$ cat src/rtl/sub4_sched.sv
// sub4_sched: walks the 5x5 grid of 2x2 pooling windows over the C3 feature
// map, streams the 64 pixels of each window (sub-sample major, channel minor)
// to the pooling bank and waits for the pooled vector before moving on.
module sub4_sched #(
  parameter int FM_W     = 10,
  parameter int OUT_CH   = 16,
  parameter int OUT_BITS = 16,
  parameter int ADDR_W   = 11
) (
  input  logic                       clk,
  input  logic                       rst_n,
  input  logic                       start,
  input  logic                       win_ready,
  output logic                       fm_rd_en,
  output logic [ADDR_W-1:0]          fm_rd_addr,
  input  logic signed [OUT_BITS-1:0] fm_rd_data,
  output logic                       c3_valid,
  output logic [15:0]                c3_ch,
  output logic signed [OUT_BITS-1:0] c3_pix,
  input  logic                       s4_valid_in,
  output logic [4:0]                 s4_addr,
  output logic                       busy,
  output logic                       done,
  output logic                       err
);

  localparam int PW    = FM_W / 2;
  localparam int PR_W  = $clog2(PW);
  localparam int CH_W  = $clog2(OUT_CH);
  localparam int PLANE = FM_W * FM_W;

  typedef enum logic [2:0] {S_IDLE, S_CHECK, S_ISSUE, S_WAIT, S_FIN} state_t;

  state_t          state_q, state_d;
  logic [PR_W-1:0] pr_q, pr_d, pc_q, pc_d;
  logic [1:0]      ss_q, ss_d;
  logic [CH_W-1:0] ch_q, ch_d;
  logic [4:0]      s4_q, s4_d;
  logic            err_q, err_d;
  logic            c3_vld_q;
  logic [CH_W-1:0] c3_ch_q;
  logic            last_win;

  assign last_win = (pr_q == PR_W'(PW - 1)) && (pc_q == PR_W'(PW - 1));

  // State, window/sub-sample/channel counters and the aligned beat registers
  always_ff @(posedge clk) begin
    if (!rst_n) begin
      state_q  <= S_IDLE;
      pr_q     <= '0;
      pc_q     <= '0;
      ss_q     <= '0;
      ch_q     <= '0;
      s4_q     <= '0;
      err_q    <= 1'b0;
      c3_vld_q <= 1'b0;
      c3_ch_q  <= '0;
    end else begin
      state_q  <= state_d;
      pr_q     <= pr_d;
      pc_q     <= pc_d;
      ss_q     <= ss_d;
      ch_q     <= ch_d;
      s4_q     <= s4_d;
      err_q    <= err_d;
      c3_vld_q <= fm_rd_en;
      c3_ch_q  <= ch_q;
    end
  end

  // Next-state logic: issue a full window without pausing, then wait for the pooled vector
  always_comb begin
    logic err_clr;
    state_d = state_q;
    pr_d    = pr_q;
    pc_d    = pc_q;
    ss_d    = ss_q;
    ch_d    = ch_q;
    s4_d    = s4_q;
    err_clr = 1'b0;
    unique case (state_q)
      S_IDLE: begin
        if (start) begin
          state_d = S_CHECK;
          pr_d    = '0;
          pc_d    = '0;
          ss_d    = '0;
          ch_d    = '0;
          s4_d    = '0;
          err_clr = 1'b1;
        end
      end
      S_CHECK: begin
        if (win_ready) state_d = S_ISSUE;
      end
      S_ISSUE: begin
        if (ch_q == CH_W'(OUT_CH - 1)) begin
          ch_d = '0;
          ss_d = ss_q + 2'd1;
          if (ss_q == 2'd3) state_d = S_WAIT;
        end else begin
          ch_d = ch_q + CH_W'(1);
        end
      end
      S_WAIT: begin
        if (s4_valid_in) begin
          s4_d = s4_q + 5'd1;
          if (last_win) begin
            pr_d    = '0;
            pc_d    = '0;
            state_d = S_FIN;
          end else begin
            state_d = S_CHECK;
            if (pc_q == PR_W'(PW - 1)) begin
              pc_d = '0;
              pr_d = pr_q + PR_W'(1);
            end else begin
              pc_d = pc_q + PR_W'(1);
            end
          end
        end
      end
      S_FIN: state_d = S_IDLE;
      default: state_d = S_IDLE;
    endcase
    // A pooled vector arriving when none is awaited is a protocol error
    err_d = (err_clr ? 1'b0 : err_q) | (s4_valid_in && (state_q != S_WAIT));
  end

  // Outputs decoded from state; address is row = 2pr+ss[1], col = 2pc+ss[0]
  always_comb begin
    fm_rd_en   = (state_q == S_ISSUE);
    busy       = (state_q != S_IDLE);
    done       = (state_q == S_FIN);
    fm_rd_addr = ADDR_W'(ch_q) * ADDR_W'(PLANE)
               + ADDR_W'({pr_q, ss_q[1]}) * ADDR_W'(FM_W)
               + ADDR_W'({pc_q, ss_q[0]});
  end

  assign c3_valid = c3_vld_q;
  assign c3_ch    = 16'(c3_ch_q);
  assign c3_pix   = fm_rd_data;
  assign s4_addr  = s4_q;
  assign err      = err_q;

endmodule

$ cat config.mk
export PLATFORM = sky130hd
export DESIGN_NAME = sub4_sched
export DESIGN_NICKNAME = d
export VERILOG_FILES = /design/src/rtl/sub4_sched.sv
export SDC_FILE = /design/constraint.sdc
export NUM_CORES = 1
export LEC_CHECK = 0
export BUFFER_PORTS_ARGS = -buffer_cell sky130_fd_sc_hd__buf_2
export CORE_ASPECT_RATIO = 0.7
export CORE_MARGIN = 5
export CORE_UTILIZATION = 51
export CTS_CLUSTER_DIAMETER = 200
export DETAILED_ROUTE_END_ITERATION = 8
export PLACE_DENSITY = 0.91
export SLEW_MARGIN = 0
export SYNTH_ARGS = -nofsm -noshare
export SYNTH_HDL_FRONTEND = slang
export SYNTH_SLANG_ARGS = --single-unit
$ cat constraint.sdc
create_clock -name clk -period 3.91 [get_ports clk]
set_clock_uncertainty 0.1 [all_clocks]
set_input_delay 0.1955 -clock clk [delete_from_list [all_inputs] [get_ports clk]]
set_output_delay 0.1955 -clock clk [all_outputs]
set_load 0.05 [all_outputs]
==> run metrics, run 1 <==
Max Clk Rate=279 MHz; largest net degree at the start of global routing=25; Core Rows=19; max-cap viol count=0; root buffer cell=clkbuf_8; Reg clk slew, reported paths=0.09 ns; synthesized area=between 0.002 and 0.0025 mm2; gr usage total=14.0%; chip width=88.1 um; cells taking the most area after synthesis=dfxtp_1 (24%), ha_1 (18%), buf_4 (10%); Hold-fix buffers, CTS=0; count of cell types in the netlist=53; GRT Residual Overflow=0; Yosys reg bits=26; global-route wire length before repair=6560 um; Worst Path Arrival=3.29 ns; Via Count=1631; Ys Warns=0; post-synth top area share=23.9%; share of cells above drive strength 1=16.2%; final WL=3870 um; Final setup viols=0; post-synth top area cell=dfxtp_1; critical path type=reg2out; RSZ-0062 raised after global routing=no; IO buf count=29; Seq/Total Area, Yosys=roughly a quarter; Worst R2R Setup Slack=between 1.5 and 2 ns; actual slew at the worst max-slew pin=0.514 ns; Via-to-Cell Ratio=between 5 and 6; reg2reg start=pr_q[1]; area grow syn2layout=2.99%; CP startpoint kind=flip-flop; core area=0.00402 mm2; Cell Pwr Density=262 mW/mm2; Final min period=3.59 ns; most frequent cell after synthesis=ha_1; HPWL after DPL=3120 um; worst hold slack=0.180 ns; period utilization=91.7%; FF-to-FF End=pr_q[1]; antenna viol nets, final=0; IO Pins=74; H-tree depth=1; outcome=finished, final reports clean; Register Area=between 500 and 600 um2; Iter 0 DRT Violations=99; Worst setup EP type=output pin; fillcell total=362; Synth top cells by count=ha_1 (31), buf_4 (30), dfxtp_1 (26); Layout Nets=approximately 310; Rel. slew slack=65.7%; Critical path destination=fm_rd_addr[10]; Clock Tree Buf Depth=2; HP Class=in2reg; Primary FF master, synth=dfxtp_1; start point of the critical path=pr_q[0]; die height=64.7 um; Initial Utilization=54.2%; TNS Setup=0 ns; DRT Pass-1 Iters=4; R2R cell count=6; critical path peak fanout=6; leakage=1.16 nW; Pins Over Slew Limit=0; asr flop ratio synth=0%; antenna cell count=0; number of global-route vias before repair=1528; multi-input combinational cell area=about 0.0014 mm2; Avg Inst Size Synth=9.18 um2; VDD IR max=0.180 mV; WP data required=3.61 ns; initial antenna violation count=0; die area=approximately 0.0057 mm2; routability cong.=0.832; CTS sink cnt=26; clock latency on the worst-skew pair=between 0.2 and 0.3 ns; post-cts resize count=0; CTS tree=built; Fin. Hold Viols=0; DRC=0; total CTS buffers=3; Routed wire per std cell=13.0 um; EDFF count, synth=0; Mapped Cells=237; Post-CTS Setup Bufs=0
## layout make-up
class / count / area share (%)
multi-input combinational: 181 / 63.8
sequential: 26 / 23.2
timing repair buffer: 29 / 6.48
tap: 52 / 2.90
clock buffer: 4 / 2.46
inverter: 7 / 1.17
## kinds of logic (layout without fill, tap and decap cells)
| logic type | Yosys count | after routing | share of synthesized area (%) |
|---|---|---|---|
| AOI/OAI and AO/OA | 45 | 45 | 13.7 |
| xor gates and xnor gates | 14 | 14 | 5.64 |
| adders and majority gates | 36 | 36 | 22.4 |
| buffers and inverters | 41 | 40 | 12.3 |
| DFF | 26 | 26 | 23.9 |
| muxes | 4 | 4 | 2.07 |
| other | 1 | 12 | 0.172 |
| and+or+nand+nor | 70 | 70 | 19.7 |
## report_power, final
part           leakage, nW  internal (mW)  total [mW]  switching [mW]
sequential           0.210          0.271       0.285          0.0140
combinational        0.920         0.0358       0.131          0.0957
clock               0.0288         0.0899       0.170          0.0805
## metal layers
| metal | track usage, % | wire [um] | vias up | share of wire, % |
|---|---|---|---|---|
| met2 | 21.3 | 1710 | 45 | 44 |
| met4 | 3.77 | 31 | 0 | 0.80 |
| met1 | 19.1 | 1890 | 753 | 49 |
| li1 | - | - | 829 | - |
| met3 | 4.56 | 244 | 4 | 6.3 |
| met5 | 0 | 0 | - | 0 |
## flip-flops by register name, indices dropped and copies added (netlist names)
register,count
c3_ch_q,4
state_q,3
pr_q,3
s4_addr,5
ch_q,4
ss_q,2
c3_valid,1
pc_q,3
err,1
## metrics by stage
| stage | util (%) | setup slack [ns] | std cells | area, um2 | power, mW |
|---|---|---|---|---|---|
| after CTS | 55.8 | 0.301 | 299 | 2240 | 0.592 |
| after floorplan | - | 0.472 | 248 | 2220 | 0.454 |
| final | 55.8 | 0.325 | 299 | 2240 | 0.587 |
| after global routing | 55.8 | 0.172 | 299 | 2240 | 0.615 |
| after detailed placement | 54.4 | 0.610 | 295 | 2190 | 0.422 |
| after global placement | 54.4 | 0.681 | 295 | 2190 | 0.420 |
## critical path, stage by stage, from the launching register on
cell	delay (ns)
dfxtp_1	0.44
ha_1	0.27
ha_1	0.23
fa_1	0.39
xor2_1	0.16
ha_1	0.29
ha_1	0.24
or3_1	0.39
o211ai_1	0.22
xnor2_1	0.13
buf_2	0.27
## worst min path at each step
stage / start / depth (start not counted) / slack, ns / to
after floorplan: rst_n / 1 / 0.25 / ch_q[0]
after global placement: fm_rd_data[14] / 0 / 0.29 / c3_pix[14]
after detailed placement: fm_rd_data[14] / 0 / 0.29 / c3_pix[14]
after CTS: win_ready / 5 / 0.18 / state_q[1]
after global routing: s4_valid_in / 3 / 0.23 / err
final: win_ready / 5 / 0.18 / state_q[1]
## layout by cell type (no fill, tap or decap), types with 3 or more instances in the layout
master,netlist,final
and2_1,7,7
nor2b_1,5,5
a211oi_1,3,3
clkbuf_8,0,4
a21boi_0,6,6
xnor2_1,8,8
nand2_1,10,10
ha_1,31,31
buf_2,1,29
conb_1,1,12
xor2_1,6,6
nor2_1,14,14
dfxtp_1,26,26
inv_1,6,6
nand2b_1,4,4
fa_1,5,5
o21ai_0,11,11
and3_1,4,4
o211ai_1,3,3
mux2i_1,3,3
nand3_1,3,3
a21oi_1,7,7
No activity file was read; power rests on OpenSTA's default activity.
==> run 2: changes to the inputs <==
Settings changed: CORE_UTILIZATION 51 to 55, PLACE_DENSITY 0.91 to 0.95.
Clock period 3.91 ns to 4.5 ns, I/O delays scaled along.
==> run 2 against run 1 <==
Worst hold slack gained 0.017 ns. Non-clock buffer count is the same. Total power shrank 13%. Critical path type unchanged. Largest power group unchanged. Final area is the same. First-iteration DRC count shrank 44%. Sequential power shrank 13%. Critical path depth is the same.
==> run metrics, run 2 (synthesis gave the netlist of run 1 again) <==
outcome=finished, final reports clean; cell-by-cell trace of the critical path=ha_1, ha_1, fa_1, xor2_1, ha_1, ha_1, or3_1, o211ai_1, xnor2_1, buf_2; IO Pins=74; CP startpoint kind=flip-flop; Most common cell on crit path=ha_1; antenna cell count=0; FF-to-FF End=pr_q[1]; largest net degree at the start of global routing=25; Pins Over Slew Limit=0; VDD IR max=0.148 mV; RSZ-0062 raised after global routing=no; Buf/Inv on CP=1; Initial Utilization=56.2%; Final Instance Area=0.00224 mm2; gr usage total=15.2%; core area=0.00387 mm2; max reg flops=5; Hold Crit Start=s4_valid_in; Via-to-Cell Ratio=5.46; grt peak-use layer=met2; commonest non-fill, non-tap cell in the layout=ha_1; Global Route met2 Usage=24.4%; Layout Nets=305; Hold Crit Depth=3; Cell Pwr Density=229 mW/mm2; HP Class=in2reg; Iter 0 DRT Violations=55; highest-count cells in the layout ignoring fill and taps=ha_1 (31), buf_2 (29), dfxtp_1 (26); Fin. Hold Viols=0; CTS sink cnt=26; max-cap viol count=0; leakage=1.16 nW; Routed wire per std cell=13.0 um; Worst path max stage delay=0.46 ns; Reg clk slew, reported paths=approximately 0.090 ns; Worst setup EP type=output pin; WP data required=around 4.2 ns; CP max stage cell=dfxtp_1; IO buf count=29; number of global-route vias before repair=1564; Core Rows=19; Final setup viols=0; CTS tree=built; Placed Area=around 0.0022 mm2; reg2reg start=pr_q[1]; critical path peak fanout=6; Worst path depth=10; Core Util, Final=between 50 and 60%; die height=62.6 um; Via Count=1634; chip width=85.2 um; Final min period=3.65 ns; final WL=3890 um; Clock Tree Buf Depth=2; Worst R2R Setup Slack=approximately 2.6 ns; root buffer cell=clkbuf_8; period utilization=roughly 81%; TNS Setup=0 ns; routability cong.=0.872; total CTS buffers=3; met3 GRT Util=5.27%; hold path endpoint=err; Worst Path Arrival=3.33 ns; Post-CTS Setup Bufs=0; antenna viol nets, final=0; global-route wire length before repair=approximately 6800 um; initial antenna violation count=0; DRT Pass-1 Iters=4; Hold-fix buffers, CTS=0; DRC=0; GRT Residual Overflow=0; share of cells above drive strength 1=16.2%; family with the most delay on the worst path=adder cells; clock latency on the worst-skew pair=0.27 ns; die area=0.00533 mm2; area grow syn2layout=2.99%; R2R cell count=6; post-cts resize count=0; Max Clk Rate=274 MHz; GR Util met1=19.5%; critical path type=reg2out; HPWL after DPL=3150 um; H-tree depth=1
-- run 2: cell counts in the layout (fill, tap and decap cells not counted) --
No cell type changed its count.
-- run 2: area by class of cell --
cell class	count	area (um2)
clock buffer	4	55.1
fill	330	1630
inverter	7	26.3
multi-input combinational	181	1430
sequential	26	520
tap	52	65.1
timing repair buffer	29	145
-- run 2: worst max-delay path by stage --
stage,from,end
final,pr_q[0],fm_rd_addr[10]
after global routing,pr_q[0],fm_rd_addr[10]
after CTS,pr_q[0],fm_rd_addr[10]
after detailed placement,pr_q[0],fm_rd_addr[10]
after global placement,pr_q[0],fm_rd_addr[10]
after floorplan,pr_q[0],fm_rd_addr[10]
-- run 2: through the flow --
step / cells / power [mW] / setup slack, ns / hold WS [ns]
after floorplan: 248 / 0.395 / 1.03 / 0.279
after global placement: 295 / 0.365 / 1.24 / 0.350
after detailed placement: 295 / 0.367 / 1.14 / 0.350
after CTS: 299 / 0.516 / 0.824 / 0.192
after global routing: 299 / 0.540 / 0.602 / 0.239
final: 299 / 0.513 / 0.846 / 0.198
-- run 2: where the power goes --
| group | internal (mW) | total, mW | switching [mW] |
|---|---|---|---|
| Combinational | 0.0313 | 0.114 | 0.0829 |
| Clock | 0.0783 | 0.151 | 0.0722 |
| Sequential | 0.236 | 0.248 | 0.0121 |
-- run 2: routing by layer --
layer  share of wire, %  up-vias
met4               0.69        0
li1                   -      827
met5                  0        -
met3                7.7        7
met1                 45      751
met2                 46       49
-- run 2: worst reg2reg max path: stages, from the launching register on --
cell and delay [ns]:
dfxtp_1 0.48, inv_1 0.08, ha_1 0.18, and4_1 0.22
nand2b_1 0.17, or4b_1 0.47, a21boi_1 0.14
